File: config.mk
export PLATFORM = sky130hd
export DESIGN_NAME = spi_clkgen_flat
export DESIGN_NICKNAME = d
export VERILOG_FILES = /design/src/rtl/spi_clkgen_if.sv /design/src/rtl/spi_clkgen.sv /design/src/flat_wrapper.sv
export SDC_FILE = /design/constraint.sdc
export NUM_CORES = 1
export LEC_CHECK = 0
export CAP_MARGIN = 20
export CORE_UTILIZATION = 55
export DETAILED_ROUTE_END_ITERATION = 7
export GPL_ROUTABILITY_DRIVEN = 0
export PLACE_DENSITY = 0.86
export SETUP_SLACK_MARGIN = 0.2
export SYNTH_ARGS = -nofsm -noshare
export SYNTH_HDL_FRONTEND = slang
export SYNTH_SLANG_ARGS = --single-unit
export TNS_END_PERCENT = 20
File: constraint.sdc
create_clock -name clk_i -period 3.26 [get_ports clk_i]
set_clock_uncertainty 0.2 [all_clocks]
set_input_delay 0.489 -clock clk_i [delete_from_list [all_inputs] [get_ports clk_i]]
set_output_delay 0.489 -clock clk_i [all_outputs]
set_load 0.03 [all_outputs]
File: src/rtl/spi_clkgen_if.sv
// rtl/spi_clkgen_if.sv - control/status bundle between the SPI sequencer and its user
interface spi_clkgen_if #(
   parameter int DIV_WIDTH = 16,
   parameter int CNT_WIDTH = 16,
   parameter int CSD_WIDTH = 8
);
   logic                 en_i;
   logic                 cpol_i;
   logic [DIV_WIDTH-1:0] div_i;
   logic [CNT_WIDTH-1:0] cycles_i;
   logic [CSD_WIDTH-1:0] csd_i;
   logic                 start_i;
   logic                 abort_i;
   logic                 busy_o;
   logic                 cs_active_o;
   logic                 sck_o;
   logic                 pos_edge_o;
   logic                 neg_edge_o;
   logic                 done_o;

   modport master (
      output en_i, cpol_i, div_i, cycles_i, csd_i, start_i, abort_i,
      input  busy_o, cs_active_o, sck_o, pos_edge_o, neg_edge_o, done_o
   );

   modport slave (
      input  en_i, cpol_i, div_i, cycles_i, csd_i, start_i, abort_i,
      output busy_o, cs_active_o, sck_o, pos_edge_o, neg_edge_o, done_o
   );
endinterface

File: src/rtl/spi_clkgen.sv
// rtl/spi_clkgen.sv - SCK divider with edge strobes and CS setup/run/hold sequencing
module spi_clkgen #(
   parameter int DIV_WIDTH = 16,
   parameter int CNT_WIDTH = 16,
   parameter int CSD_WIDTH = 8
) (
   input  logic        clk_i,
   input  logic        rst_i,
   spi_clkgen_if.slave bus
);
   typedef enum logic [1:0] {IDLE, SETUP, RUN, HOLD} state_t;

   state_t               state, state_nx;
   logic                 cpol_q, cpol_nx;
   logic [DIV_WIDTH-1:0] div_q, div_nx;
   logic [CNT_WIDTH-1:0] cycles_q, cycles_nx;
   logic [CSD_WIDTH-1:0] csd_q, csd_nx;
   logic [DIV_WIDTH-1:0] div_cnt, div_cnt_nx;
   logic [CNT_WIDTH:0]   tog_cnt, tog_cnt_nx;
   logic [CSD_WIDTH-1:0] csd_cnt, csd_cnt_nx;
   logic                 sck, sck_nx;
   logic                 pos, pos_nx;
   logic                 neg, neg_nx;
   logic                 done, done_nx;
   logic                 busy, busy_nx;
   logic [CNT_WIDTH:0]   tog_target;

   // Two toggles per SCK cycle; one extra bit keeps the maximum count wrap-free.
   assign tog_target = {cycles_q, 1'b0};

   // Next-state and next-output decode; every output is the registered copy of these.
   always_comb begin
      state_nx   = state;
      cpol_nx    = cpol_q;
      div_nx     = div_q;
      cycles_nx  = cycles_q;
      csd_nx     = csd_q;
      div_cnt_nx = div_cnt;
      tog_cnt_nx = tog_cnt;
      csd_cnt_nx = csd_cnt;
      sck_nx     = sck;
      pos_nx     = 1'b0;
      neg_nx     = 1'b0;
      done_nx    = 1'b0;
      case (state)
         IDLE: begin
            sck_nx = bus.cpol_i;
            if (bus.start_i && bus.en_i && !bus.abort_i && (bus.cycles_i != '0)) begin
               cpol_nx    = bus.cpol_i;
               div_nx     = bus.div_i;
               cycles_nx  = bus.cycles_i;
               csd_nx     = bus.csd_i;
               csd_cnt_nx = '0;
               state_nx   = SETUP;
            end
         end
         SETUP: begin
            if (csd_cnt == csd_q) begin
               state_nx   = RUN;
               div_cnt_nx = '0;
               tog_cnt_nx = '0;
            end else begin
               csd_cnt_nx = csd_cnt + CSD_WIDTH'(1);
            end
         end
         RUN: begin
            if (tog_cnt == tog_target) begin
               // Final toggle is already visible; SCK rests at cpol from here.
               state_nx   = HOLD;
               csd_cnt_nx = '0;
            end else if (div_cnt == div_q) begin
               div_cnt_nx = '0;
               tog_cnt_nx = tog_cnt + (CNT_WIDTH+1)'(1);
               sck_nx     = ~sck;
               pos_nx     = ~sck;
               neg_nx     = sck;
            end else begin
               div_cnt_nx = div_cnt + DIV_WIDTH'(1);
            end
         end
         HOLD: begin
            if (csd_cnt == csd_q) begin
               state_nx = IDLE;
               done_nx  = 1'b1;
               sck_nx   = cpol_q;
            end else begin
               csd_cnt_nx = csd_cnt + CSD_WIDTH'(1);
            end
         end
         default: state_nx = IDLE;
      endcase
      // Abort or disable overrides everything, including a toggle due this cycle.
      if ((state != IDLE) && (bus.abort_i || !bus.en_i)) begin
         state_nx = IDLE;
         sck_nx   = cpol_q;
         pos_nx   = 1'b0;
         neg_nx   = 1'b0;
         done_nx  = 1'b0;
      end
      busy_nx = (state_nx != IDLE);
   end

   // State, latched configuration, counters and registered outputs.
   always_ff @(posedge clk_i) begin
      if (rst_i) begin
         state    <= IDLE;
         cpol_q   <= 1'b0;
         div_q    <= '0;
         cycles_q <= '0;
         csd_q    <= '0;
         div_cnt  <= '0;
         tog_cnt  <= '0;
         csd_cnt  <= '0;
         sck      <= bus.cpol_i;
         pos      <= 1'b0;
         neg      <= 1'b0;
         done     <= 1'b0;
         busy     <= 1'b0;
      end else begin
         state    <= state_nx;
         cpol_q   <= cpol_nx;
         div_q    <= div_nx;
         cycles_q <= cycles_nx;
         csd_q    <= csd_nx;
         div_cnt  <= div_cnt_nx;
         tog_cnt  <= tog_cnt_nx;
         csd_cnt  <= csd_cnt_nx;
         sck      <= sck_nx;
         pos      <= pos_nx;
         neg      <= neg_nx;
         done     <= done_nx;
         busy     <= busy_nx;
      end
   end

   assign bus.busy_o      = busy;
   assign bus.cs_active_o = busy;
   assign bus.sck_o       = sck;
   assign bus.pos_edge_o  = pos;
   assign bus.neg_edge_o  = neg;
   assign bus.done_o      = done;
endmodule

File: src/flat_wrapper.sv
// flat-port wrapper written by rule: the top's interface ports become plain ports
module spi_clkgen_flat 
#(
   parameter int DIV_WIDTH = 16,
   parameter int CNT_WIDTH = 16,
   parameter int CSD_WIDTH = 8
)
  (clk_i, rst_i, bus_en_i, bus_cpol_i, bus_div_i, bus_cycles_i, bus_csd_i, bus_start_i, bus_abort_i, bus_busy_o, bus_cs_active_o, bus_sck_o, bus_pos_edge_o, bus_neg_edge_o, bus_done_o);
  spi_clkgen_if #(.DIV_WIDTH(DIV_WIDTH), .CNT_WIDTH(CNT_WIDTH), .CSD_WIDTH(CSD_WIDTH)) bus_i ();
  input  logic clk_i;
  input  logic rst_i;
  input wire logic [$bits(bus_i.en_i)-1:0] bus_en_i;
  input wire logic [$bits(bus_i.cpol_i)-1:0] bus_cpol_i;
  input wire logic [$bits(bus_i.div_i)-1:0] bus_div_i;
  input wire logic [$bits(bus_i.cycles_i)-1:0] bus_cycles_i;
  input wire logic [$bits(bus_i.csd_i)-1:0] bus_csd_i;
  input wire logic [$bits(bus_i.start_i)-1:0] bus_start_i;
  input wire logic [$bits(bus_i.abort_i)-1:0] bus_abort_i;
  output wire logic [$bits(bus_i.busy_o)-1:0] bus_busy_o;
  output wire logic [$bits(bus_i.cs_active_o)-1:0] bus_cs_active_o;
  output wire logic [$bits(bus_i.sck_o)-1:0] bus_sck_o;
  output wire logic [$bits(bus_i.pos_edge_o)-1:0] bus_pos_edge_o;
  output wire logic [$bits(bus_i.neg_edge_o)-1:0] bus_neg_edge_o;
  output wire logic [$bits(bus_i.done_o)-1:0] bus_done_o;
  assign bus_i.en_i = bus_en_i;
  assign bus_i.cpol_i = bus_cpol_i;
  assign bus_i.div_i = bus_div_i;
  assign bus_i.cycles_i = bus_cycles_i;
  assign bus_i.csd_i = bus_csd_i;
  assign bus_i.start_i = bus_start_i;
  assign bus_i.abort_i = bus_abort_i;
  assign bus_busy_o = bus_i.busy_o;
  assign bus_cs_active_o = bus_i.cs_active_o;
  assign bus_sck_o = bus_i.sck_o;
  assign bus_pos_edge_o = bus_i.pos_edge_o;
  assign bus_neg_edge_o = bus_i.neg_edge_o;
  assign bus_done_o = bus_i.done_o;
  spi_clkgen #(.DIV_WIDTH(DIV_WIDTH), .CNT_WIDTH(CNT_WIDTH), .CSD_WIDTH(CSD_WIDTH)) u_core (.clk_i(clk_i), .rst_i(rst_i), .bus(bus_i));
endmodule
==> results of run 1 <==
## per-stage QoR
stage / hold WS [ps] / utilization, %
after CTS: 272 / 67.7
after floorplan: 237 / -
after detailed placement: 260 / 65.2
final: 273 / 67.7
after global routing: 291 / 67.7
after global placement: 255 / 65.2
## cell families (layout without fill, tap and decap cells)
logic type | Yosys count | in the layout | share of synthesized area (%)
flops | 89 | 89 | 39.4
fa+ha+maj | 8 | 8 | 2.20
buf+inv | 49 | 90 | 4.34
mux | 1 | 1 | 0.220
xor+xnor | 40 | 40 | 7.86
simple gates | 236 | 236 | 25.6
compound gates | 143 | 143 | 20.4
## worst paths after layout
path	from	end	slack, ps	cells past startpoint
hold reg to reg	u_core.csd_q[0]$_SDFFE_PP0P_	u_core.csd_q[0]$_SDFFE_PP0P_	270	2
setup / recovery	u_core.div_cnt[11]$_SDFFE_PP0P_	u_core.tog_cnt[6]$_SDFFE_PP0P_	420	6
setup reg to reg	u_core.div_cnt[11]$_SDFFE_PP0P_	u_core.tog_cnt[6]$_SDFFE_PP0P_	420	6
hold / removal	u_core.csd_q[0]$_SDFFE_PP0P_	u_core.csd_q[0]$_SDFFE_PP0P_	270	2
## final cells by class
type	count	area share (%)
multi-input cells	428	48.2
flip-flops and latches	89	33.7
repair buffers	62	11.1
clock buffers	12	2.73
well taps	102	2.40
clock inverters	4	0.966
inverters	12	0.848
## synthesized netlist by cell type (3+ instances only)
cell type and n:
a21oi_1 74, a32o_1 6, and2_1 3, and3_1 5, and4_1 4, buf_1 3
clkbuf_1 30, dfxtp_1 88, ha_1 8, inv_1 11, nand2_1 115, nand3_1 18
nand4_1 15, nand4b_1 4, nor2_1 20, nor3_1 9, nor3b_1 4, nor4_1 8
o21ai_0 17, o311ai_0 6, o31ai_1 12, o32ai_1 3, o41ai_1 3, or2_2 4
or3_1 10, or4_1 12, xnor2_1 31, xor2_1 8
## per-layer routing
metal,up-vias,GRT usage [%],share of wire (%)
li1,2114,-,-
met5,-,0,0
met1,2067,35.0,43
met2,188,45.0,48
met4,0,10.4,1.8
met3,20,4.96,7.7
## sequential cells by signal, summed over array words and instances (netlist names)
| register | cells |
|---|---|
| u_core.tog_cnt | 17 |
| u_core.cycles_q | 16 |
| u_core.div_cnt | 16 |
| u_core.div_q | 16 |
| u_core.csd_cnt | 8 |
| u_core.csd_q | 8 |
| u_core.state | 2 |
| u_core.bus.busy_o | 1 |
| u_core.bus.done_o | 1 |
| u_core.bus.neg_edge_o | 1 |
| u_core.bus.pos_edge_o | 1 |
| u_core.bus.sck_o | 1 |
| u_core.cpol_q | 1 |
## tightest hold or removal path: cells and delay by family (launching register included)
family | cells | cell delay [ps]
AO/OA/AOI/OAI | 1 | 50
flip-flops | 1 | 320
AND/OR/NAND/NOR | 1 | 50
## where the power goes
part           switching [uW]  internal [uW]  leakage [uW]
Sequential               21.3           1120      0.000722
Combinational             250            162      0.000948
Clock                     403            378     0.0000970
Total                     674           1660       0.00177
==> impl_metrics.tcl, run 1 <==
set metrics [dict create \
    grt_usage_pct 27.2 \
    numCtsBuffers 9 \
    num_rows 32 \
    finalCritPeriodShare_pct 87.0 \
    most-common-layout-cells "nand2_1, dfxtp_1, a21oi_1" \
    route.detailed.drc 0 \
    design_area_sq_mm 0.00531 \
    postCtsHoldBufs 0 \
    initial_utilization_pct 58.0 \
    critical_path_arrival_ps 2920 \
    synth_warnings 0 \
    drt_wl_total_um 11300 \
    cp_num_buf_inv 0 \
    synth.distinct_cells 56 \
    clockBufferDepth 2 \
    drive_above_1_share_pct 6.43 \
    ys.flop_type "dfxtp_1" \
    cpPeakStageDelay_ps 610 \
    hpwl_um 8090 \
    ff_latch_area_sq_mm 0.00179 \
    die_x_um 93.0 \
    root_buffer "clkbuf_8" \
    maxCapViolCount 0 \
    die_area_sq_mm 0.00864 \
    synth_edf_count 1 \
    netlist_instances 566 \
    die_h_um 93.0 \
    synth_area_sq_mm 0.00455 \
    rsz0062_at_grt "false" \
    grt_pass1_wl_um 18700 \
    mostFrequentLayoutCell "nand2_1" \
    final_hold_viol_count 0 \
    slowest_stage "or4_1" \
    ys_seq_elements 89 \
    dpl_cell_area_sq_mm 0.00511 \
    portBuffers 51 \
    cts.sinks 89 \
    antenna_found_initial 0 \
    status "completed" \
    p_leak_uw 0.00177 \
    routedWlPerCell_um 15.9 \
    drt_iter0_markers 319 \
    nNetsFinal 656 \
    clkTransAtPathRegs_ps 90 \
    path_class "reg2reg" \
    cp_data_required_time_ps 3340 \
    fmax_mhz 352 \
    tns_ps 0 \
    synth_nets 620 \
    num_io_pins 52 \
    routed-via-count 4389 \
    overflow 0 \
    max_slew_margin_pct 38.4 \
    yosys.area.top_type "dfxtp_1" \
    dp_slack_ps 332 \
    path_cells "xnor2_1, nand4_1, o41ai_4, o211ai_2, or4_1, a21oi_1" \
    cts_resized 0 \
    path_max_fanout 26 \
    final_antenna_net_count 0 \
    first_pass_iters 5 \
    syn_avg_cell_area_sq_um 8.04 \
    finalWorstSetupSlack_ps 423 \
    postCtsSetupBuffers 0 \
    path_delay_family "compound AO/OA/AOI/OAI gates" \
    dp_cells 693 \
    tightest_slew_ps 921 \
    async_reset_ff_share_pct 0 \
    cts_tree "built" \
    syn2layout_area_growth_pct 16.7 \
    core_area_sq_mm 0.00785 \
    power_uw 2330 \
    ys_seq_area_share_pct 39.4 \
    multiInputGateArea_sq_mm 0.00256 \
    htree_levels 3 \
    grt_pass1_vias 3989 \
    hold_path_class "reg2reg" \
    finalMaxSlewViolations 0 \
    ir_worst_vdd_mv 0.300 \
    synth.top_cell.area_share_pct 38.7 \
    start_kind "register" \
    ys_top_cells_by_area "dfxtp_1, nand2_1, a21oi_1" \
    p_per_area_mw_per_mm2 439 \
    vias_per_cell 6.19 \
    finalCriticalPeriod_ps 2840 \
    grt_max_degree 33 \
    finalSetupViolations 0 \
    fill_cells 672 \
    clock_latency_ps 370 \
    diodes 0 \
    endpoint_kind "register" \
    fin_cells 709 \
]
Power figures use the tool's default switching activity.
==> run 2: changes to the inputs <==
CAP_MARGIN = 30   (was 20)
HOLD_SLACK_MARGIN = 0.1   (was default)
clock period = 2.9 ns   (was 3.26 ns; I/O delays follow)
==> run 2 against run 1 <==
Compared with the run above: die area is the same; combinational power grew 17%; non-clock buffer count grew 3; sequential power grew 12%; register-to-register slack lost 140 ps; global-route usage grew 0.63 points; critical path type unchanged.
==> impl_metrics.tcl, run 2 (synthesis results as in run 1) <==
set metrics [dict create \
    cts.sinks 89 \
    num_rows 32 \
    hold_path_startpoint "rst_i" \
    route.detailed.drc 0 \
    hold_ws_ps 249 \
    grt_pass1_vias 4129 \
    finalSetupViolations 0 \
    path_delay_family "compound AO/OA/AOI/OAI gates" \
    most-common-layout-cells "nand2_1, dfxtp_1, a21oi_1" \
    dp_slack_ps 195 \
    htree_levels 3 \
    root_buffer "clkbuf_8" \
    grt_max_degree 42 \
    maxCapViolCount 0 \
    routedWlPerCell_um 15.8 \
    reg2reg_from "u_core.csd_q[0]$_SDFFE_PP0P_" \
    top_register "u_core.tog_cnt" \
    share_seq_of_total_power_pct 46.9 \
    initial_utilization_pct 58.0 \
    overflow 0 \
    cts_tree "built" \
    status "completed" \
    finalCriticalPeriod_ps 2620 \
    portBuffers 51 \
    antenna_found_initial 0 \
    drive_above_1_share_pct 7.21 \
    slowest_stage "nor4_4" \
    first_pass_iters 5 \
    mostFrequentLayoutCell "nand2_1" \
    grt_usage_pct 27.8 \
    path_max_fanout 13 \
    ir_worst_vdd_mv 0.318 \
    p_int_uw 1970 \
    swShare_pct 27.9 \
    grt_pass1_wl_um 19100 \
    finalMaxSlewViolations 0 \
    numCtsBuffers 9 \
    clkTransAtPathRegs_ps 90 \
    core_area_sq_mm 0.00785 \
    largest_reg_flops 17 \
    routed-via-count 4352 \
    ff_latch_area_sq_mm 0.00179 \
    fill_cells 638 \
    hold_path_class "in2reg" \
    drt_wl_total_um 11300 \
    p_leak_uw 0.00182 \
    p_clk_share_pct 35.4 \
    tightest_slew_ps 678 \
    cp_data_required_time_ps 2960 \
    combPwrFrac_pct 17.7 \
    critical_path.startpoint "u_core.csd_q[0]$_SDFFE_PP0P_" \
    cpPeakStageDelay_ps 410 \
    start_kind "register" \
    hpwl_um 8170 \
    multiInputGateArea_sq_mm 0.00258 \
    path_cells "xor2_1, nor4_4, nand2_1, buf_4, a221oi_1, buf_4, o21ai_0, a32o_1" \
    switchingPower_uw 762 \
    clockBufferDepth 2 \
    nNetsFinal 659 \
    clock_latency_ps 370 \
    vias_per_cell 6.11 \
    finalWorstSetupSlack_ps 281 \
    die_h_um 93.0 \
    crit_top_cell "buf_4" \
    p_per_area_mw_per_mm2 505 \
    final_hold_viol_count 0 \
    rsz0062_at_grt "true" \
    num_io_pins 52 \
    path_class "reg2reg" \
    cp_num_buf_inv 2 \
    critical_path_arrival_ps 2680 \
    utilization_pct 68.9 \
    postCtsSetupBuffers 0 \
    syn2layout_area_growth_pct 18.8 \
    tns_ps 0 \
    die_area_sq_mm 0.00864 \
    drt_iter0_markers 271 \
    max_slew_margin_pct 54.4 \
    final_antenna_net_count 0 \
    diodes 0 \
    fmax_mhz 382 \
    endpoint_kind "register" \
    die_x_um 93.0 \
    finalCritPeriodShare_pct 90.3 \
]
-- run 2: cell types whose count changed in the layout (fill, tap and decap cells not counted), sizes merged --
cell | before | now
bufinv | 1 | 2
buf | 12 | 15
clkinv | 2 | 3
clkbuf | 12 | 10
-- run 2: repair_timing --
item                       CTS  global route
hold endpoints to repair     0             0
hold buffers                 0             0
setup endpoints to repair    0             8
resized for setup            0             2
-- run 2: power by group through the flow --
| stage | combinational (uW) | clock (uW) | sequential (uW) |
|---|---|---|---|
| finish | 483 | 966 | 1280 |
| global route | 527 | 1020 | 1280 |
| CTS | 474 | 975 | 1280 |
| detailed placement | 470 | 0 | 1310 |
| global placement | 457 | 0 | 1310 |
| floorplan | 286 | 0 | 1310 |
-- run 2: per-stage QoR --
stage	power (uW)	cell area (sq um)	std cells
after detailed placement	1780	5160	696
after global placement	1760	5160	696
after CTS	2730	5390	712
after global routing	2830	5410	712
after floorplan	1600	4550	566
final	2730	5410	712
-- run 2: routing by layer --
layer / global-route usage, % / share of wire (%) / up-vias
li1: - / - / 2119
met1: 33.9 / 42 / 2034
met2: 47.9 / 49 / 169
met3: 5.61 / 6.4 / 30
met4: 11.0 / 2.5 / 0
met5: 0 / 0 / -
-- run 2: area by class of cell --
type | count | share of cell area (%)
timing repair buffer | 65 | 11.8
sequential | 89 | 33.1
clock buffer | 10 | 2.55
clock inverter | 6 | 1.67
tap | 102 | 2.36
multi-input combinational | 428 | 47.7
inverter | 12 | 0.833
-- run 2: final timing paths --
kind                                                         end  slack, ps  cells past startpoint
worst max-delay path             u_core.div_cnt[10]$_SDFFE_PP0P_        280                      8
worst min-delay path               u_core.div_q[15]$_SDFFE_PP0P_        250                      2
worst max register to register   u_core.div_cnt[10]$_SDFFE_PP0P_        280                      8
worst min register to register  u_core.cycles_q[13]$_SDFFE_PP0P_        270                      2
-- run 2: worst reg2reg max path: stages (launching register included) --
cell and delay (ps):
dfxtp_1 350, xor2_1 210, nor4_4 410, nand2_1 130, buf_4 200, a221oi_1 340
buf_4 240, o21ai_0 140, a32o_1 290
